--- src/rtl/softmax_norm_pkg.sv ---
// Shared types and sizes for the softmax normalisation stage.
package softmax_pkg;

  localparam int N     = 8;
  localparam int IN_W  = 7;
  localparam int OUT_W = 8;

  localparam int IDX_W = $clog2(N);
  localparam int SUM_W = IN_W + IDX_W;
  localparam int DIV_W = IN_W + OUT_W;
  localparam int CNT_W = $clog2(DIV_W + 1);

  typedef enum logic [1:0] {
    LOAD,
    DIV,
    EMIT,
    DONE
  } state_t;

  // A one-hot frame gives exactly 2^OUT_W, which must clip to full scale.
  function automatic logic [OUT_W-1:0] saturate(input logic [DIV_W-1:0] q);
    if (q > DIV_W'((1 << OUT_W) - 1)) return '1;
    else return q[OUT_W-1:0];
  endfunction

endpackage

--- src/rtl/softmax_norm_if.sv ---
// Sample input and probability output bundle of the softmax normaliser.
interface softmax_norm_if;
  import softmax_pkg::*;

  logic [IN_W-1:0]  exp_in;
  logic             exp_valid;
  logic             busy;
  logic [OUT_W-1:0] prob_out;
  logic [IDX_W-1:0] prob_idx;
  logic             prob_valid;
  logic             zero_sum;
  logic             frame_done;

  modport master (
    output exp_in, exp_valid,
    input  busy, prob_out, prob_idx, prob_valid, zero_sum, frame_done
  );

  modport slave (
    input  exp_in, exp_valid,
    output busy, prob_out, prob_idx, prob_valid, zero_sum, frame_done
  );

endinterface

--- src/rtl/softmax_norm_divider.sv ---
// Restoring divider: the start cycle performs the first quotient bit, the
// remaining DIV_W-1 bits follow one per enabled cycle, and done rises
// exactly DIV_W enabled cycles after start. en low freezes all state.
module seq_divider
  import softmax_pkg::*;
(
  input  logic             clk,
  input  logic             rst,
  input  logic             en,
  input  logic             start,
  input  logic [DIV_W-1:0] dividend,
  input  logic [SUM_W-1:0] divisor,
  output logic [DIV_W-1:0] quot,
  output logic             done
);

  logic [DIV_W-1:0] dvd;
  logic [SUM_W-1:0] dsr;
  logic [SUM_W-1:0] rem;
  logic [CNT_W-1:0] cnt;

  logic [SUM_W:0]   trial;
  logic [SUM_W-1:0] step_dsr;
  logic [SUM_W-1:0] rem_next;
  logic             take;

  // One restoring step, fed from the fresh operands on start.
  // NOTE: every always_comb output gets a default first so no latch is inferred.
  always_comb begin
    step_dsr = start ? divisor : dsr;
    trial    = start ? {{SUM_W{1'b0}}, dividend[DIV_W-1]} : {rem, dvd[DIV_W-1]};
    take     = trial >= {1'b0, step_dsr};
    rem_next = take ? SUM_W'(trial - {1'b0, step_dsr}) : trial[SUM_W-1:0];
  end

  // Operand load on start, then shift/subtract until the counter drains.
  // NOTE: sequential state uses non-blocking assignments only.
  always_ff @(posedge clk or posedge rst) begin
    if (rst) begin
      dvd  <= '0;
      dsr  <= '0;
      rem  <= '0;
      quot <= '0;
      cnt  <= '0;
      done <= 1'b0;
    end else if (en) begin
      if (start) begin
        dsr  <= divisor;
        dvd  <= {dividend[DIV_W-2:0], 1'b0};
        rem  <= rem_next;
        quot <= {{(DIV_W-1){1'b0}}, take};
        cnt  <= CNT_W'(DIV_W - 1);
        done <= 1'b0;
      end else if (cnt != '0) begin
        dvd  <= {dvd[DIV_W-2:0], 1'b0};
        rem  <= rem_next;
        quot <= {quot[DIV_W-2:0], take};
        cnt  <= cnt - CNT_W'(1);
        done <= (cnt == CNT_W'(1));
      end
    end
  end

endmodule

--- src/rtl/softmax_norm.sv ---
// Buffers one frame of exponent values, sums them, then emits each value
// divided by the sum as a fixed-point probability, in index order.
module softmax_norm
  import softmax_pkg::*;
(
  input  logic           MHz10,
  input  logic           rst,
  input  logic           en,
  softmax_norm_if.slave  io
);

  state_t           state, state_next;
  logic [IN_W-1:0]  samples [N];
  logic [SUM_W-1:0] sum, sum_next;
  logic [IDX_W-1:0] cnt, k, idx_hold;
  logic [OUT_W-1:0] prob_hold, emit_val;
  logic             zero_sum_q;

  logic             last_accept, emit_step, emit_now, div_start, div_done;
  logic [IN_W-1:0]  next_sample;
  logic [DIV_W-1:0] dividend, quot;
  logic [SUM_W-1:0] divisor;

  // Divider launch: first sample when the frame closes, else the next index.
  always_comb begin
    last_accept = en && io.exp_valid && (state == LOAD) && (cnt == IDX_W'(N - 1));
    emit_step   = en && (state == EMIT) && (k != IDX_W'(N - 1));
    emit_now    = en && (state == EMIT);
    div_start   = last_accept || emit_step;
    sum_next    = sum + SUM_W'(io.exp_in);
    next_sample = last_accept ? samples[0] : samples[k + IDX_W'(1)];
    dividend    = {next_sample, {OUT_W{1'b0}}};
    divisor     = last_accept ? sum_next : sum;
    emit_val    = zero_sum_q ? '0 : saturate(quot);
  end

  seq_divider u_div (
    .clk      (MHz10),
    .rst      (rst),
    .en       (en),
    .start    (div_start),
    .dividend (dividend),
    .divisor  (divisor),
    .quot     (quot),
    .done     (div_done)
  );

  // Frame sequencing; a low en holds the current state.
  always_comb begin
    state_next = state;
    if (en) begin
      unique case (state)
        LOAD: if (last_accept) state_next = DIV;
        DIV:  if (div_done) state_next = EMIT;
        EMIT: state_next = (k == IDX_W'(N - 1)) ? DONE : DIV;
        DONE: state_next = LOAD;
      endcase
    end
  end

  // State register.
  always_ff @(posedge MHz10 or posedge rst) begin
    if (rst) state <= LOAD;
    else     state <= state_next;
  end

  // Sample buffer, accumulator, indices and held outputs.
  always_ff @(posedge MHz10 or posedge rst) begin
    if (rst) begin
      // NOTE: the buffer is reset because a cleared frame must read back as zeros.
      for (int i = 0; i < N; i++) samples[i] <= '0;
      sum        <= '0;
      cnt        <= '0;
      k          <= '0;
      zero_sum_q <= 1'b0;
      prob_hold  <= '0;
      idx_hold   <= '0;
    end else if (en) begin
      case (state)
        LOAD: if (io.exp_valid) begin
          samples[cnt] <= io.exp_in;
          sum          <= sum_next;
          cnt          <= cnt + IDX_W'(1);
          if (cnt == IDX_W'(N - 1)) begin
            zero_sum_q <= (sum_next == '0);
            k          <= '0;
          end
        end
        EMIT: begin
          prob_hold <= emit_val;
          idx_hold  <= k;
          if (k != IDX_W'(N - 1)) k <= k + IDX_W'(1);
        end
        DONE: begin
          sum        <= '0;
          cnt        <= '0;
          zero_sum_q <= 1'b0;
        end
        default: ;
      endcase
    end
  end

  assign io.busy       = (state != LOAD);
  assign io.prob_valid = emit_now;
  assign io.frame_done = en && (state == DONE);
  assign io.prob_out   = emit_now ? emit_val : prob_hold;
  assign io.prob_idx   = emit_now ? k : idx_hold;
  assign io.zero_sum   = zero_sum_q;

endmodule

--- src/flat_wrapper.sv ---
// flat-port wrapper written by rule: the top's interface ports become plain ports
module softmax_norm_flat import softmax_pkg::*;
  (MHz10, rst, en, io_exp_in, io_exp_valid, io_busy, io_prob_out, io_prob_idx, io_prob_valid, io_zero_sum, io_frame_done);
  softmax_norm_if io_i ();
  input  logic MHz10;
  input  logic rst;
  input  logic en;
  input wire logic [$bits(io_i.exp_in)-1:0] io_exp_in;
  input wire logic [$bits(io_i.exp_valid)-1:0] io_exp_valid;
  output wire logic [$bits(io_i.busy)-1:0] io_busy;
  output wire logic [$bits(io_i.prob_out)-1:0] io_prob_out;
  output wire logic [$bits(io_i.prob_idx)-1:0] io_prob_idx;
  output wire logic [$bits(io_i.prob_valid)-1:0] io_prob_valid;
  output wire logic [$bits(io_i.zero_sum)-1:0] io_zero_sum;
  output wire logic [$bits(io_i.frame_done)-1:0] io_frame_done;
  assign io_i.exp_in = io_exp_in;
  assign io_i.exp_valid = io_exp_valid;
  assign io_busy = io_i.busy;
  assign io_prob_out = io_i.prob_out;
  assign io_prob_idx = io_i.prob_idx;
  assign io_prob_valid = io_i.prob_valid;
  assign io_zero_sum = io_i.zero_sum;
  assign io_frame_done = io_i.frame_done;
  softmax_norm u_core (.MHz10(MHz10), .rst(rst), .en(en), .io(io_i));
endmodule
--- config.mk ---
export PLATFORM = sky130hd
export DESIGN_NAME = softmax_norm_flat
export DESIGN_NICKNAME = d
export VERILOG_FILES = /design/src/rtl/softmax_norm_pkg.sv /design/src/rtl/softmax_norm_if.sv /design/src/rtl/softmax_norm_divider.sv /design/src/rtl/softmax_norm.sv /design/src/flat_wrapper.sv
export SDC_FILE = /design/constraint.sdc
export NUM_CORES = 1
export LEC_CHECK = 0
export ABC_AREA = 0
export CAP_MARGIN = 0
export CORE_MARGIN = 8
export CORE_UTILIZATION = 63
export DETAILED_ROUTE_END_ITERATION = 10
export HOLD_SLACK_MARGIN = 0.08
export PLACE_DENSITY = 0.82
export SYNTH_ARGS = -nofsm -noshare
export SYNTH_HDL_FRONTEND = slang
export SYNTH_SLANG_ARGS = --single-unit
--- constraint.sdc ---
create_clock -name MHz10 -period 7.2 [get_ports MHz10]
set_clock_uncertainty 0.1 [all_clocks]
set_input_delay 1.44 -clock MHz10 [delete_from_list [all_inputs] [get_ports MHz10]]
set_output_delay 1.44 -clock MHz10 [all_outputs]
set_load 0.01 [all_outputs]
==> results.txt <==
Status: completed
Initial core utilization: 0.648
Worst Path Max Fanout: 22
Syn Std Cell Area: 7050 µm²
Via count: 5147
Min-Delay Path Class: reg2reg
CTS tree: built
Worst-skew pair later-pin latency: 0.54 ns
Top FF cell, synth: dfrtp_1
Pwr dens: 466 nW/µm²
Worst-margin pin slew: 0.985 ns
Post-Synthesis Cells: 640
Critical Setup Path Class: in2out
Final-report setup violation count: 0
Critical Path AT: 3.81 ns
Postcts setup bufs: 0
WL final: 16100 µm
Post-route ant nets: 0
Met3 GRT Util: 0.0504
Met1 Resource Use GR: 0.288
Worst EP required: 5.66 ns
P&R area growth vs syn: 13.2%
PortBufs: 25
H-tree depth: 4
First-pass GRT wire length: 26800 µm
Peak supply drop: 0.293 mV
Seq/Total Area, Yosys: 0.468
Die Height: 122 µm
Max Cap Viol: 0
Post-cts gate resize count: 0
Fin Setup TNS: 0 ns
Dpl cells: 779
Post-DR wirelength/cell: 19.9 µm
Number of global-route vias before repair: 5316
DRT Pass-1 Iters: 6
Yosys reg bits: 132
Yosys warnings: 0
Rel. slew slack: 0.344
Rows: 38
Initial antenna violation count: 0
N_diodes: 0
Post-synth EDFFs: 0
GRT Max-Usage Layer: met2
Layout Utilization: 0.734
Post-route DRC: 0
Fill cell count: 742
CP Launch Type: input port
Non-Filler Instances: 811
Syn avg cell area: 11.0 µm²
# IOs: 26
Power Total: 3.72 mW
DIE AREA: 14800 µm²
Number of CTS-inserted buffers: 17
Leakage: 3.61 nW
CP Capture Type: output pin
Largest net degree at the start of global routing: 77
Die W: 122 µm
Clk buf depth: 2
Clk sinks: 132
GRT overflow: 0
GPL Wtd Cong: 0.861
Final Max Slew Viols: 0
Clock slew at reported path FFs: 0.06 ns
Ratio of cells with drive above 1 in the final layout: 0.174
Post-synth net total: 677
Min cycle time layout: 5.35 ns
Initial DRC Count: 451
GRT Util Overall: 0.232
Fin nets: 695
Core area: 10900 µm²
Post-CTS Hold Buffers: 0
Vias/cell: 6.35
Post-synth ARST share: 1.00
Distinct cells, synth: 67
DP HPWL: 10700 µm
FMAX: 187 MHz
M2 GR Usage: 0.384
Final worst path period share: 0.744
Root buf cell: clkbuf_8
RSZ-0062 raised after global routing: no
Final Hold Vio Count: 0
[flip-flops by register name, indices dropped and copies added (netlist names), 4 cells and up]
signal and count:
u_core.sum 10, u_core.u_div.cnt 4, u_core.u_div.dsr 10, u_core.prob_hold 8, u_core.samples 56, u_core.u_div.rem 10
u_core.u_div.quot 15, u_core.u_div.dvd 6
[power breakdown]
part,switching (mW),internal (mW),total [mW]
Clock,0.327,0.579,0.907
Combinational,0.765,0.756,1.52
Sequential,0.242,1.05,1.29
Total,1.33,2.38,3.72
[logic make-up (layout without fill, tap and decap cells)]
kind of cell / count (synthesis) / count (layout) / share of synthesized area
muxes: 85 / 85 / 0.163
xor gates and xnor gates: 16 / 16 / 0.0199
adders and majority gates: 26 / 26 / 0.0482
DFF: 132 / 132 / 0.468
AOI/OAI and AO/OA: 126 / 126 / 0.122
buffers and inverters: 49 / 80 / 0.0328
and+or+nand+nor: 206 / 206 / 0.146
[metal layers]
layer / vias up / routed length (µm)
met2: 159 / 8170
met5: - / 0
met1: 2584 / 6800
met4: 0 / 380
met3: 30 / 783
li1: 2374 / -
[placed cells by master, fill, tap and decap left out, drive strengths merged, types with 11 or more instances in the layout]
| cell | count |
|---|---|
| a21oi | 30 |
| and2 | 13 |
| clkbuf | 19 |
| clkdlybuf4s50 | 25 |
| dfrtp | 132 |
| ha | 24 |
| inv | 18 |
| mux2 | 59 |
| mux2i | 12 |
| mux4 | 14 |
| nand2 | 82 |
| nand3 | 20 |
| nor2 | 48 |
| o21ai | 28 |
| o31ai | 11 |
| xnor2 | 12 |
[cell type report]
type | count | area, µm² | area share
tap | 140 | 175 | 0.0219
sequential | 132 | 3300 | 0.413
multi-input combinational | 459 | 3530 | 0.442
clock buffer | 19 | 442 | 0.0553
inverter | 17 | 66.3 | 0.00830
clock inverter | 13 | 180 | 0.0226
timing repair buffer | 31 | 295 | 0.0370
[critical path: stages]
cell	delay [ns]
clkdlybuf4s50_1	0.69
nand2_1	0.52
o31ai_1	0.53
clkdlybuf4s50_1	0.62
[synth_stat cells (all sizes together), types with 3 or more instances]
cell type    n  area (µm²)
dfrtp      132        3300
nand2       82         308
mux2        59         668
nor2        48         180
a21oi       30         150
o21ai       28         144
ha          24         300
buf         21         126
nand3       20         105
inv         17        63.8
mux4        14         360
and2        13        81.3
mux2i       12         120
xnor2       12         105
clkbuf      11        41.3
o31ai       11        82.6
a21o         9        75.1
a22o         9        78.8
nor3         8        55.1
a222oi       6        60.1
a31oi        6        37.5
and3         5        31.3
nand2b       5        31.3
nor2b        5        38.8
o21a         5        37.5
a221oi       4        41.3
nand4b       4        35.0
nor4         4        40.0
xor2         4        35.0
a211oi       3        22.5
nor4b        3        56.3
[final timing paths]
check | cells after the start | slack (ns) | startpoint | end
setup / recovery | 4 | 1.85 | en | io_prob_out[0]
hold / removal | 2 | 0.37 | u_core.prob_hold[5]$_DFFE_PP0P_ | u_core.prob_hold[5]$_DFFE_PP0P_
setup reg to reg | 14 | 2.08 | u_core.k[0]$_DFFE_PP0P_ | u_core.u_div.rem[8]$_DFFE_PP0P_
hold reg to reg | 2 | 0.37 | u_core.prob_hold[5]$_DFFE_PP0P_ | u_core.prob_hold[5]$_DFFE_PP0P_
max in group asynchronous | 3 | 4.27 | rst | u_core.samples[9]$_DFFE_PP0P_
min in group asynchronous | 2 | 1.27 | rst | u_core.prob_hold[0]$_DFFE_PP0P_
[per-stage QoR]
step | worst slack [ns] | hold WS, ns | cell area, µm²
after global placement | 1.59 | 0.356 | 7370
after CTS | 1.85 | 0.381 | 7990
after global routing | 1.66 | 0.406 | 7990
after floorplan | 2.13 | 0.340 | 7050
final | 1.85 | 0.374 | 7990
after detailed placement | 1.40 | 0.368 | 7370
No activity file was read; power rests on OpenSTA's default activity.
